**config.mk**
```make
export PLATFORM = sky130hd
export DESIGN_NAME = fetch_queue_flat
export DESIGN_NICKNAME = d
export VERILOG_FILES = /design/src/rtl/fetch_queue_pkg.sv /design/src/rtl/fetch_queue_if.sv /design/src/rtl/fetch_queue.sv /design/src/flat_wrapper.sv
export SDC_FILE = /design/constraint.sdc
export NUM_CORES = 1
export LEC_CHECK = 0
export CAP_MARGIN = 20
export CORE_ASPECT_RATIO = 1.4
export CORE_MARGIN = 2
export CORE_UTILIZATION = 30
export DETAILED_ROUTE_END_ITERATION = 8
export PLACE_DENSITY = 0.55
export SLEW_MARGIN = 5
export SYNTH_ARGS = -nofsm -noshare
export SYNTH_HDL_FRONTEND = slang
export SYNTH_SLANG_ARGS = --single-unit
```
**constraint.sdc**
```tcl
create_clock -name clk -period 28.3 [get_ports clk]
set_input_delay 7.075 -clock clk [delete_from_list [all_inputs] [get_ports clk]]
set_output_delay 7.075 -clock clk [all_outputs]
set_load 0.05 [all_outputs]
```
**src/rtl/fetch_queue_pkg.sv**
```systemverilog
// Shared core types for the fetch queue: the queued packet layout and the
// instruction word presented to decode when nothing is queued.
package fetch_queue_pkg;

    localparam int CORE_XLEN = 32;

    // addi x0,x0,0 with the implied 2'b11 low bits stripped off
    localparam logic [31:2] NOP_INSTR = 30'h4;

    typedef struct packed {
        logic [31:2]          instr;
        logic [CORE_XLEN-1:0] pc;
        logic [CORE_XLEN-1:0] inc_pc;
    } fetch_pkt_t;

endpackage

```
**src/rtl/fetch_queue_if.sv**
```systemverilog
// Fetch-to-decode handshake bundle: upstream push side and downstream head side.
interface fetch_queue_if #(
    parameter int XLEN = 32
);

    logic            in_valid;
    logic [31:2]     in_instr;
    logic [XLEN-1:0] in_pc;
    logic [XLEN-1:0] in_inc_pc;
    logic            in_ready;

    logic            out_valid;
    logic [31:2]     out_instr;
    logic [XLEN-1:0] out_pc;
    logic [XLEN-1:0] out_inc_pc;
    logic            out_ready;

    // The fetch/decode pair drives the queue through master; the queue is slave
    modport master (
        output in_valid, in_instr, in_pc, in_inc_pc, out_ready,
        input  in_ready, out_valid, out_instr, out_pc, out_inc_pc
    );

    modport slave (
        input  in_valid, in_instr, in_pc, in_inc_pc, out_ready,
        output in_ready, out_valid, out_instr, out_pc, out_inc_pc
    );

endinterface

```
**src/rtl/fetch_queue.sv**
```systemverilog
// Small circular instruction queue between fetch and decode: no bypass,
// flush on taken jumps, head presented combinationally from storage.
module fetch_queue
    import fetch_queue_pkg::*;
#(
    parameter int XLEN  = 32,
    parameter int DEPTH = 4
) (
    input  logic          clk,
    input  logic          reset,
    input  logic          flush,
    fetch_queue_if.slave  bus
);

    // DEPTH must be a power of two (>= 2) so pointers wrap by plain overflow
    localparam int PTR_W = $clog2(DEPTH);
    localparam int CNT_W = $clog2(DEPTH + 1);

    logic [CNT_W-1:0] r_count;
    logic [PTR_W-1:0] r_head;
    logic [PTR_W-1:0] r_tail;
    fetch_pkt_t       r_mem [0:DEPTH-1];

    logic       w_full;
    logic       w_not_empty;
    logic       w_push;
    logic       w_pop;
    fetch_pkt_t w_in_pkt;
    fetch_pkt_t w_head_pkt;

    assign w_full      = (r_count == CNT_W'(DEPTH));
    assign w_not_empty = (r_count != '0);
    assign w_push      = bus.in_valid & ~w_full & ~flush;
    assign w_pop       = w_not_empty & bus.out_ready & ~flush;

    assign w_in_pkt.instr  = bus.in_instr;
    assign w_in_pkt.pc     = CORE_XLEN'(bus.in_pc);
    assign w_in_pkt.inc_pc = CORE_XLEN'(bus.in_inc_pc);
    assign w_head_pkt      = r_mem[r_head];

    always_ff @(posedge clk) begin
        if (reset || flush) begin
            r_count <= '0;
            r_head  <= '0;
            r_tail  <= '0;
        end else begin
            if (w_push) begin
                r_tail <= r_tail + PTR_W'(1);
            end
            if (w_pop) begin
                r_head <= r_head + PTR_W'(1);
            end
            case ({w_push, w_pop})
                2'b10:   r_count <= r_count + CNT_W'(1);
                2'b01:   r_count <= r_count - CNT_W'(1);
                default: r_count <= r_count;
            endcase
        end
    end

    // Payload storage carries no reset; only the pointers decide validity
    always_ff @(posedge clk) begin
        if (w_push && !reset) begin
            r_mem[r_tail] <= w_in_pkt;
        end
    end

    always_comb begin
        bus.in_ready   = ~w_full;
        bus.out_valid  = w_not_empty;
        bus.out_instr  = NOP_INSTR;
        bus.out_pc     = '0;
        bus.out_inc_pc = '0;
        if (w_not_empty) begin
            bus.out_instr  = w_head_pkt.instr;
            bus.out_pc     = XLEN'(w_head_pkt.pc);
            bus.out_inc_pc = XLEN'(w_head_pkt.inc_pc);
        end
    end

endmodule

```
**src/flat_wrapper.sv**
```systemverilog
// flat-port wrapper written by rule: the top's interface ports become plain ports
module fetch_queue_flat import fetch_queue_pkg::*;
#(
    parameter int XLEN  = 32,
    parameter int DEPTH = 4
)
  (clk, reset, flush, bus_in_valid, bus_in_instr, bus_in_pc, bus_in_inc_pc, bus_out_ready, bus_in_ready, bus_out_valid, bus_out_instr, bus_out_pc, bus_out_inc_pc);
  fetch_queue_if #(.XLEN(XLEN)) bus_i ();
  input  logic clk;
  input  logic reset;
  input  logic flush;
  input wire logic [$bits(bus_i.in_valid)-1:0] bus_in_valid;
  input wire logic [$bits(bus_i.in_instr)-1:0] bus_in_instr;
  input wire logic [$bits(bus_i.in_pc)-1:0] bus_in_pc;
  input wire logic [$bits(bus_i.in_inc_pc)-1:0] bus_in_inc_pc;
  input wire logic [$bits(bus_i.out_ready)-1:0] bus_out_ready;
  output wire logic [$bits(bus_i.in_ready)-1:0] bus_in_ready;
  output wire logic [$bits(bus_i.out_valid)-1:0] bus_out_valid;
  output wire logic [$bits(bus_i.out_instr)-1:0] bus_out_instr;
  output wire logic [$bits(bus_i.out_pc)-1:0] bus_out_pc;
  output wire logic [$bits(bus_i.out_inc_pc)-1:0] bus_out_inc_pc;
  assign bus_i.in_valid = bus_in_valid;
  assign bus_i.in_instr = bus_in_instr;
  assign bus_i.in_pc = bus_in_pc;
  assign bus_i.in_inc_pc = bus_in_inc_pc;
  assign bus_i.out_ready = bus_out_ready;
  assign bus_in_ready = bus_i.in_ready;
  assign bus_out_valid = bus_i.out_valid;
  assign bus_out_instr = bus_i.out_instr;
  assign bus_out_pc = bus_i.out_pc;
  assign bus_out_inc_pc = bus_i.out_inc_pc;
  fetch_queue #(.XLEN(XLEN), .DEPTH(DEPTH)) u_core (.clk(clk), .reset(reset), .flush(flush), .bus(bus_i));
endmodule
```
; Yosys cells after proc, flatten, opt, wreduce, memory -nomap -nowiden
; Memory sizes are Yosys's and may differ from the RTL's. A register that Yosys moved wholly into a read port is not among the register bits.
; Index checks and enable logic that the tools add are counted.
; Widths: inputs -> output; s select.
[classes]
n_addsub = 4
n_eq_ne = 3
muxes = 8
bitwise_logic = 6
n_reduce_logical = 5
[ops]
columns = operator, n
row1 = $mux 32, 2
row2 = $mux 30, 1
row3 = $pmux 3 s2, 1
row4 = $add 2x1->2 const B, 2
row5 = $and 1x1->1, 4
row6 = $mux 2, 2
row7 = $add 3x1->3 const B, 1
row8 = $eq 3x3->1 const B, 1
row9 = $reduce_bool 3->1, 1
row10 = $sub 3x1->3 const B, 1
row11 = $eq 2x1->1 const B, 1
row12 = $eq 2x2->1 const B, 1
row13 = $mux 1, 2
row14 = $not 1->1, 2
row15 = $reduce_bool 2->1, 1
row16 = $logic_and 1x1->1, 1
row17 = $logic_not 1->1, 1
row18 = $logic_or 1x1->1, 1
[totals]
register_bits = 7
ramBits = 376
in_bits = 99
output_inout_bits = 96
elab_cells = 30
n_memories = 1
[mem_list]
columns = name, words, word_bits, rd, rd_ports_with_merged_regs, wr, line_no
row1 = u_core.r_mem, 4, 94, 1, 1, 1, fetch_queue.sv:22  ; fetch_pkt_t r_mem [0:DEPTH-1];

; Longest topological paths before layout
; Gate-level depths: netlist of run 1.
[logic_depth]
ltp_word = 7
depth_mapped = 8
ltp_nobuf = 8

; Worst setup path after synthesis of run 1
; OpenSTA, ideal clock, no wires.
[synth_timing]
path_kind = in2reg
startpoint = input port flush
endpoint = memory u_core.r_mem[1][0] in the netlist's numbering, enable pin
setup_ps = 681
arrival_time_ps = 14260
t_required_ps = 27619
slack_ps = 13359
path_stages = 2
path_buffers = 0
cell_sequence = nand3b_2 > nor3b_1
[synth_via]
elab_chain_cells = 5
[synth_rtl]
columns = element, line_no
row1 = from (decl), flat_wrapper.sv:11  ; input logic flush;
row2 = $not 1->1, fetch_queue.sv:33  ; assign w_push = bus.in_valid & ~w_full & ~flush;
row3 = $and 1x1->1, fetch_queue.sv:33
row4 = $logic_and 1x1->1, fetch_queue.sv:63  ; if (w_push && !reset) begin
row5 = $mux 1, fetch_queue.sv:63
row6 = $mux 1 (not written as such), fetch_queue.sv:64  ; r_mem[r_tail] <= w_in_pkt;
row7 = to (decl), fetch_queue.sv:22
; Every way passes these cells.

==> results_dict.tcl, run 1 <==
set metrics [dict create \
    start_kind "flip-flop" \
    max-slew-margin-rel_pct 37.4 \
    postRouteAntennaNets 0 \
    total_power_w 0.00123 \
    pre_cts_ws_ns 17.36 \
    syn2layout_area_growth_pct 27.4 \
    regToRegSetupSlack_ns 25.88 \
    crit_family "buffers and inverters" \
    drive_gt1_share_pct 19.7 \
    drc_errors 0 \
    worstMarginPinSlew_ns 0.938 \
    irDropWorstVdd_mv 0.0505 \
    fin_skew_ns 0.0127 \
    synth_edf_count 376 \
    finalSetupViolations 0 \
    finalWorstPathRequiredPeriod_ns 11.25 \
    synth_xor_area_share_pct 0.179 \
    crit_buf_inv 3 \
    grt_usage_pct 12.2 \
    fillerInstances 4406 \
    die_x_um 191 \
    grt.overflow.total 0 \
    yosysUniqueCellTypes 25 \
    setup_slack_ns 17.05 \
    synth-main-ff-cell "edfxtp_1" \
    synth.ff_latch_count 385 \
    wl_per_cell_um 20.1 \
    p_per_area_nw_per_um2 65.7 \
    wirelength_um 30700 \
    cp_slowest_cell "buf_4" \
    cp_cell_sequence "buf_4 -> buf_4 -> mux4_2 -> and2_1 -> clkdlybuf4s50_1" \
    worstSetupEndpointType "primary output" \
    start_util_pct 30.5 \
    pin_count 195 \
    ys_top_cells_by_count "edfxtp_1, mux4_2, and2_1" \
    synth_compound_area_share_pct 0.222 \
    drv_cap 0 \
    yosysTopAreaCell "edfxtp_1" \
    rsz0062_at_grt "no" \
    p_leak_nw 5.78 \
    worstRegToRegCells 8 \
    ys_async_sr_fraction_pct 0 \
    synth_area_um2 14700 \
    slowest_delay_ns 0.79 \
    hpwl_um 16900 \
    tns_ns 0 \
    power.share.clock_pct 43.6 \
    crit_fanout 44 \
    yosys.area.top_type_share_pct 77.0 \
    fin_crit_sh_pct 39.7 \
    via_per_inst 4.50 \
    min_delay_path_depth 2 \
    grt_pass1_wl_um 46400 \
    tritoncts "built" \
    p_sw_w 0.000244 \
    synth_area_leaders "edfxtp_1, mux4_2, and2_1" \
    first_global_vias 7531 \
    vias 6872 \
    cts-buffers-inserted 38 \
    fmaxAchievable_ghz 0.0889 \
    synthMuxAreaShare_pct 14.6 \
    clock_path_buffers 3 \
    antenna_found_initial 5 \
    num_rows 95 \
    synth-adder-area-share_pct 0.563 \
    dieArea_um2 50700 \
    nets 970 \
    synth.most_common_cell "edfxtp_1" \
    p_int_w 0.000983 \
    seqPwrFrac_pct 51.5 \
    crit_type "reg2out" \
    first_iter_violations 431 \
    switching_share_pct 19.9 \
    path_common_cell "buf_4" \
    clk_pin_slew_worst_paths_ns 0.06 \
    cts_hold_buf 0 \
    synth.net_count 755 \
    ys_seq_area_share_pct 78.2 \
    synthCells 650 \
    portBuffers 194 \
    die_h_um 266 \
    grt_max_degree 95 \
    worstPathRequired_ns 21.22 \
    yosysWarnings 0 \
    outcome "completed" \
    synth_top_family_by_area "multiplexers" \
    synth.avg_cell_area_um2 22.6 \
    finalHoldViolCount 0 \
    core-area_um2 48100 \
    cts_root_buf "clkbuf_16" \
    fin_hold_ws_ns 0.492 \
    clock_sinks 385 \
    r2r-end "u_core.r_count[2]" \
    arrival_ns 4.17 \
    clock_latency_ns 0.53 \
    htreeDepth 2 \
    dr.pass1.iters 6 \
    gp_congestion 0.652 \
    synthSimpleGateAreaFrac_pct 4.82 \
    cts.repair.resized 0 \
    cts_setup_buffers 0 \
    pwr-share-comb_pct 4.9 \
    r2r-start "u_core.r_count[2]" \
    min_from "u_core.r_head[1]" \
    slew_viol_final 0 \
    min_path_type "reg2reg" \
]
## layout make-up
| type | count | area, um2 | share of cell area, % |
|---|---|---|---|
| multi-input combinational | 227 | 3010 | 16.1 |
| clock inverter | 22 | 290 | 1.55 |
| inverter | 6 | 22.5 | 0.121 |
| clock buffer | 47 | 1040 | 5.55 |
| timing repair buffer | 207 | 2060 | 11.0 |
| sequential | 385 | 11500 | 61.4 |
| antenna | 2 | 5.00 | 0.0268 |
| tap | 630 | 788 | 4.22 |
## routing by layer
metal	global-route usage [%]	wire [um]	up-vias
met1	15.1	12600	3595
li1	-	-	3075
met4	4.38	826	4
met3	2.73	1590	44
met5	0	22	-
met2	21.0	15700	154
## placed cells by master (no fill, tap or decap), types with 3 or more instances in the layout
| cell | Yosys | routed |
|---|---|---|
| inv_1 | 6 | 5 |
| bufinv_16 | 0 | 7 |
| clkinv_2 | 0 | 7 |
| xor2_1 | 3 | 3 |
| buf_4 | 0 | 12 |
| nor2_1 | 7 | 7 |
| mux4_2 | 94 | 94 |
| and2_1 | 93 | 93 |
| clkdlybuf4s50_1 | 0 | 194 |
| clkbuf_1 | 11 | 6 |
| ha_1 | 5 | 5 |
| a21oi_1 | 3 | 3 |
| clkinv_1 | 0 | 5 |
| nor3b_2 | 0 | 4 |
| clkbuf_16 | 0 | 40 |
| edfxtp_1 | 376 | 376 |
| dfxtp_1 | 9 | 7 |
| nand2_1 | 5 | 5 |
## worst max-delay path by stage
stage                         end  cells after the start
6_report         bus_out_instr[9]                      5
5_1_grt        bus_out_inc_pc[30]                      5
4_1_cts        bus_out_inc_pc[25]                      5
3_5_place_dp   bus_out_inc_pc[25]                      5
3_3_place_gp    bus_out_instr[12]                      5
2_1_floorplan  u_core.r_mem[1][0]                      2
## stage by stage
stage | instances | util (%) | cell area [um2]
2_1_floorplan | 650 | - | 14700
3_3_place_gp | 1454 | 36.0 | 17300
3_5_place_dp | 1454 | 36.0 | 17300
4_1_cts | 1523 | 38.7 | 18700
5_1_grt | 1526 | 38.8 | 18700
6_report | 1526 | 38.8 | 18700
## power groups by stage
stage               sequential (W)  clock (W)  combinational [W]
floorplan                 0.000645          0          0.0000287
global placement          0.000644          0          0.0000602
detailed placement        0.000644          0          0.0000609
CTS                       0.000632   0.000552          0.0000611
global route              0.000632   0.000573          0.0000645
finish                    0.000632   0.000535          0.0000602
## cell families after synthesis
logic type / after synthesis
AO/OA/AOI/OAI: 6
XOR/XNOR: 3
adder cells (fa/ha/maj): 6
buffers and inverters: 38
flip-flops: 385
multiplexers: 96
AND/OR/NAND/NOR: 116
## worst reg2reg max path: cells and delay by family (launching register included)
kind / cells / cell delay (ns)
fa+ha+maj: 2 / 0.61
simple gates: 3 / 1.03
buf+inv: 1 / 0.06
compound gates: 1 / 0.14
flops: 1 / 0.37
xor+xnor: 1 / 0.15
## state kept, by name (all words and copies together) (netlist names), named ones only
register        cells
u_core.r_head       2
u_core.r_mem      376
u_core.r_count      3
u_core.r_tail       2
Power figures use the tool's default switching activity.
==> inputs of run 2 (changes only) <==
==> constraint.sdc (replaced) <==
create_clock -name clk -period 11.29 [get_ports clk]
set_input_delay 2.8225 -clock clk [delete_from_list [all_inputs] [get_ports clk]]
set_output_delay 2.8225 -clock clk [all_outputs]
set_load 0.05 [all_outputs]
==> results_dict.tcl, run 2 (synthesized netlist as in run 1, its figures left out) <==
set metrics [dict create \
    crit_type "reg2out" \
    irDropWorstVdd_mv 0.117 \
    via_per_inst 4.58 \
    postRouteAntennaNets 0 \
    top_register "u_core.r_mem" \
    htreeDepth 2 \
    finalHoldViolCount 0 \
    wirelength_um 31200 \
    core-area_um2 48100 \
    grt_use_met1_pct 15.4 \
    mostFrequentLayoutCell "edfxtp_1" \
    start_util_pct 30.5 \
    clock_latency_ns 0.52 \
    fin_crit_sh_pct 56.7 \
    fin_hold_ws_ns 0.507 \
    clock_path_buffers 3 \
    cts_root_buf "clkbuf_16" \
    min_path_type "reg2reg" \
    crit_fanout 48 \
    p_leak_nw 5.72 \
    fin_skew_ns 0.00598 \
    first_global_vias 7597 \
    tritoncts "built" \
    cts.repair.resized 0 \
    syn2layout_area_growth_pct 26.7 \
    cts_setup_buffers 0 \
    grt_usage_pct 12.4 \
    grt_util_met3_pct 2.64 \
    grt_use_met2_pct 21.5 \
    p_per_area_nw_per_um2 162 \
    slew_viol_final 0 \
    grt.busiest_layer "met2" \
    final_cell_mix "edfxtp_1, clkdlybuf4s50_1, mux4_2" \
    cts_hold_buf 0 \
    grt_max_degree 63 \
    dieArea_um2 50700 \
    largest_reg_flops 376 \
    cp_slowest_cell "dfxtp_4" \
    grt_pass1_wl_um 46700 \
    gp_congestion 0.660 \
    grt.overflow.total 0 \
    nets 970 \
    rsz0062_at_grt "no" \
    first_iter_violations 458 \
    antenna_found_initial 3 \
    finalSetupViolations 0 \
    dr.pass1.iters 5 \
    wl_per_cell_um 20.5 \
    max-slew-margin-rel_pct 38.4 \
    finalWorstPathRequiredPeriod_ns 6.40 \
    worstMarginPinSlew_ns 0.924 \
    slowest_delay_ns 0.89 \
    drv_cap 0 \
    drc_errors 0 \
    fillerInstances 4390 \
    outcome "completed" \
    portBuffers 194 \
    fmaxAchievable_ghz 0.156 \
    start_kind "flip-flop" \
    pin_count 195 \
    clk_pin_slew_worst_paths_ns 0.06 \
    worstSetupEndpointType "primary output" \
    tns_ns 0 \
    num_rows 95 \
    die_x_um 191 \
    arrival_ns 3.58 \
    hpwl_um 17200 \
    worstPathRequired_ns 8.47 \
    clock_sinks 385 \
    cp_cell_sequence "buf_4 -> mux4_2 -> or2_2 -> clkdlybuf4s50_1" \
    cts-buffers-inserted 39 \
    vias 6971 \
    die_h_um 266 \
    antennaDiodeCount 0 \
    drive_gt1_share_pct 19.2 \
    reg_top3 "u_core.r_mem (376), u_core.r_count (3)" \
]
[run 2: worst max-delay path, delay by kind of cell, from the launching register on]
kind,cells,cell delay [ns]
flip-flops,1,0.89
AND/OR/NAND/NOR,1,0.29
multiplexers,1,0.39
buffers and inverters,2,1.47
[run 2: area by class of cell]
type	instances	area (um2)	area share, %
Clock buffer	47	1050	5.64
Clock inverter	20	203	1.09
Inverter	6	22.5	0.121
Multi-Input combinational cell	227	3010	16.2
Sequential cell	385	11500	61.8
Tap cell	630	788	4.24
Timing Repair Buffer	206	2030	10.9
[run 2: power breakdown]
part	internal, W	switching (W)	leakage [nW]
clock network	0.000751	0.000515	0.604
logic	0.0000665	0.0000835	1.64
registers	0.00158	0.00000350	3.47
total	0.00240	0.000602	5.72
[run 2: per-layer routing]
layer  wire length, um  up-vias
met5                41        -
met2             16100      149
met1             12800     3700
li1                  -     3071
met3              1540       45
met4               675        6
[run 2: worst paths after layout]
check                                  startpoint  slack (ns)  cells past startpoint                 to
worst min register to register   u_core.r_tail[1]        0.51                      2   u_core.r_tail[1]
worst max-delay path                    flip-flop        4.89                      4   bus_out_instr[2]
worst min-delay path             u_core.r_tail[1]        0.51                      2   u_core.r_tail[1]
worst max register to register  u_core.r_count[2]        8.85                      8  u_core.r_count[2]
[run 2: per-stage QoR]
step	cell area, um2	total power (W)	cells	utilization, %	setup WS, ns
after global routing	18600	0.00311	1521	38.6	4.67
after CTS	18600	0.00305	1521	38.6	4.77
after floorplan	14700	0.00169	650	-	0.601
final	18600	0.00300	1521	38.6	4.89
after global placement	17300	0.00177	1454	36.0	5.33
after detailed placement	17300	0.00177	1454	36.0	5.33
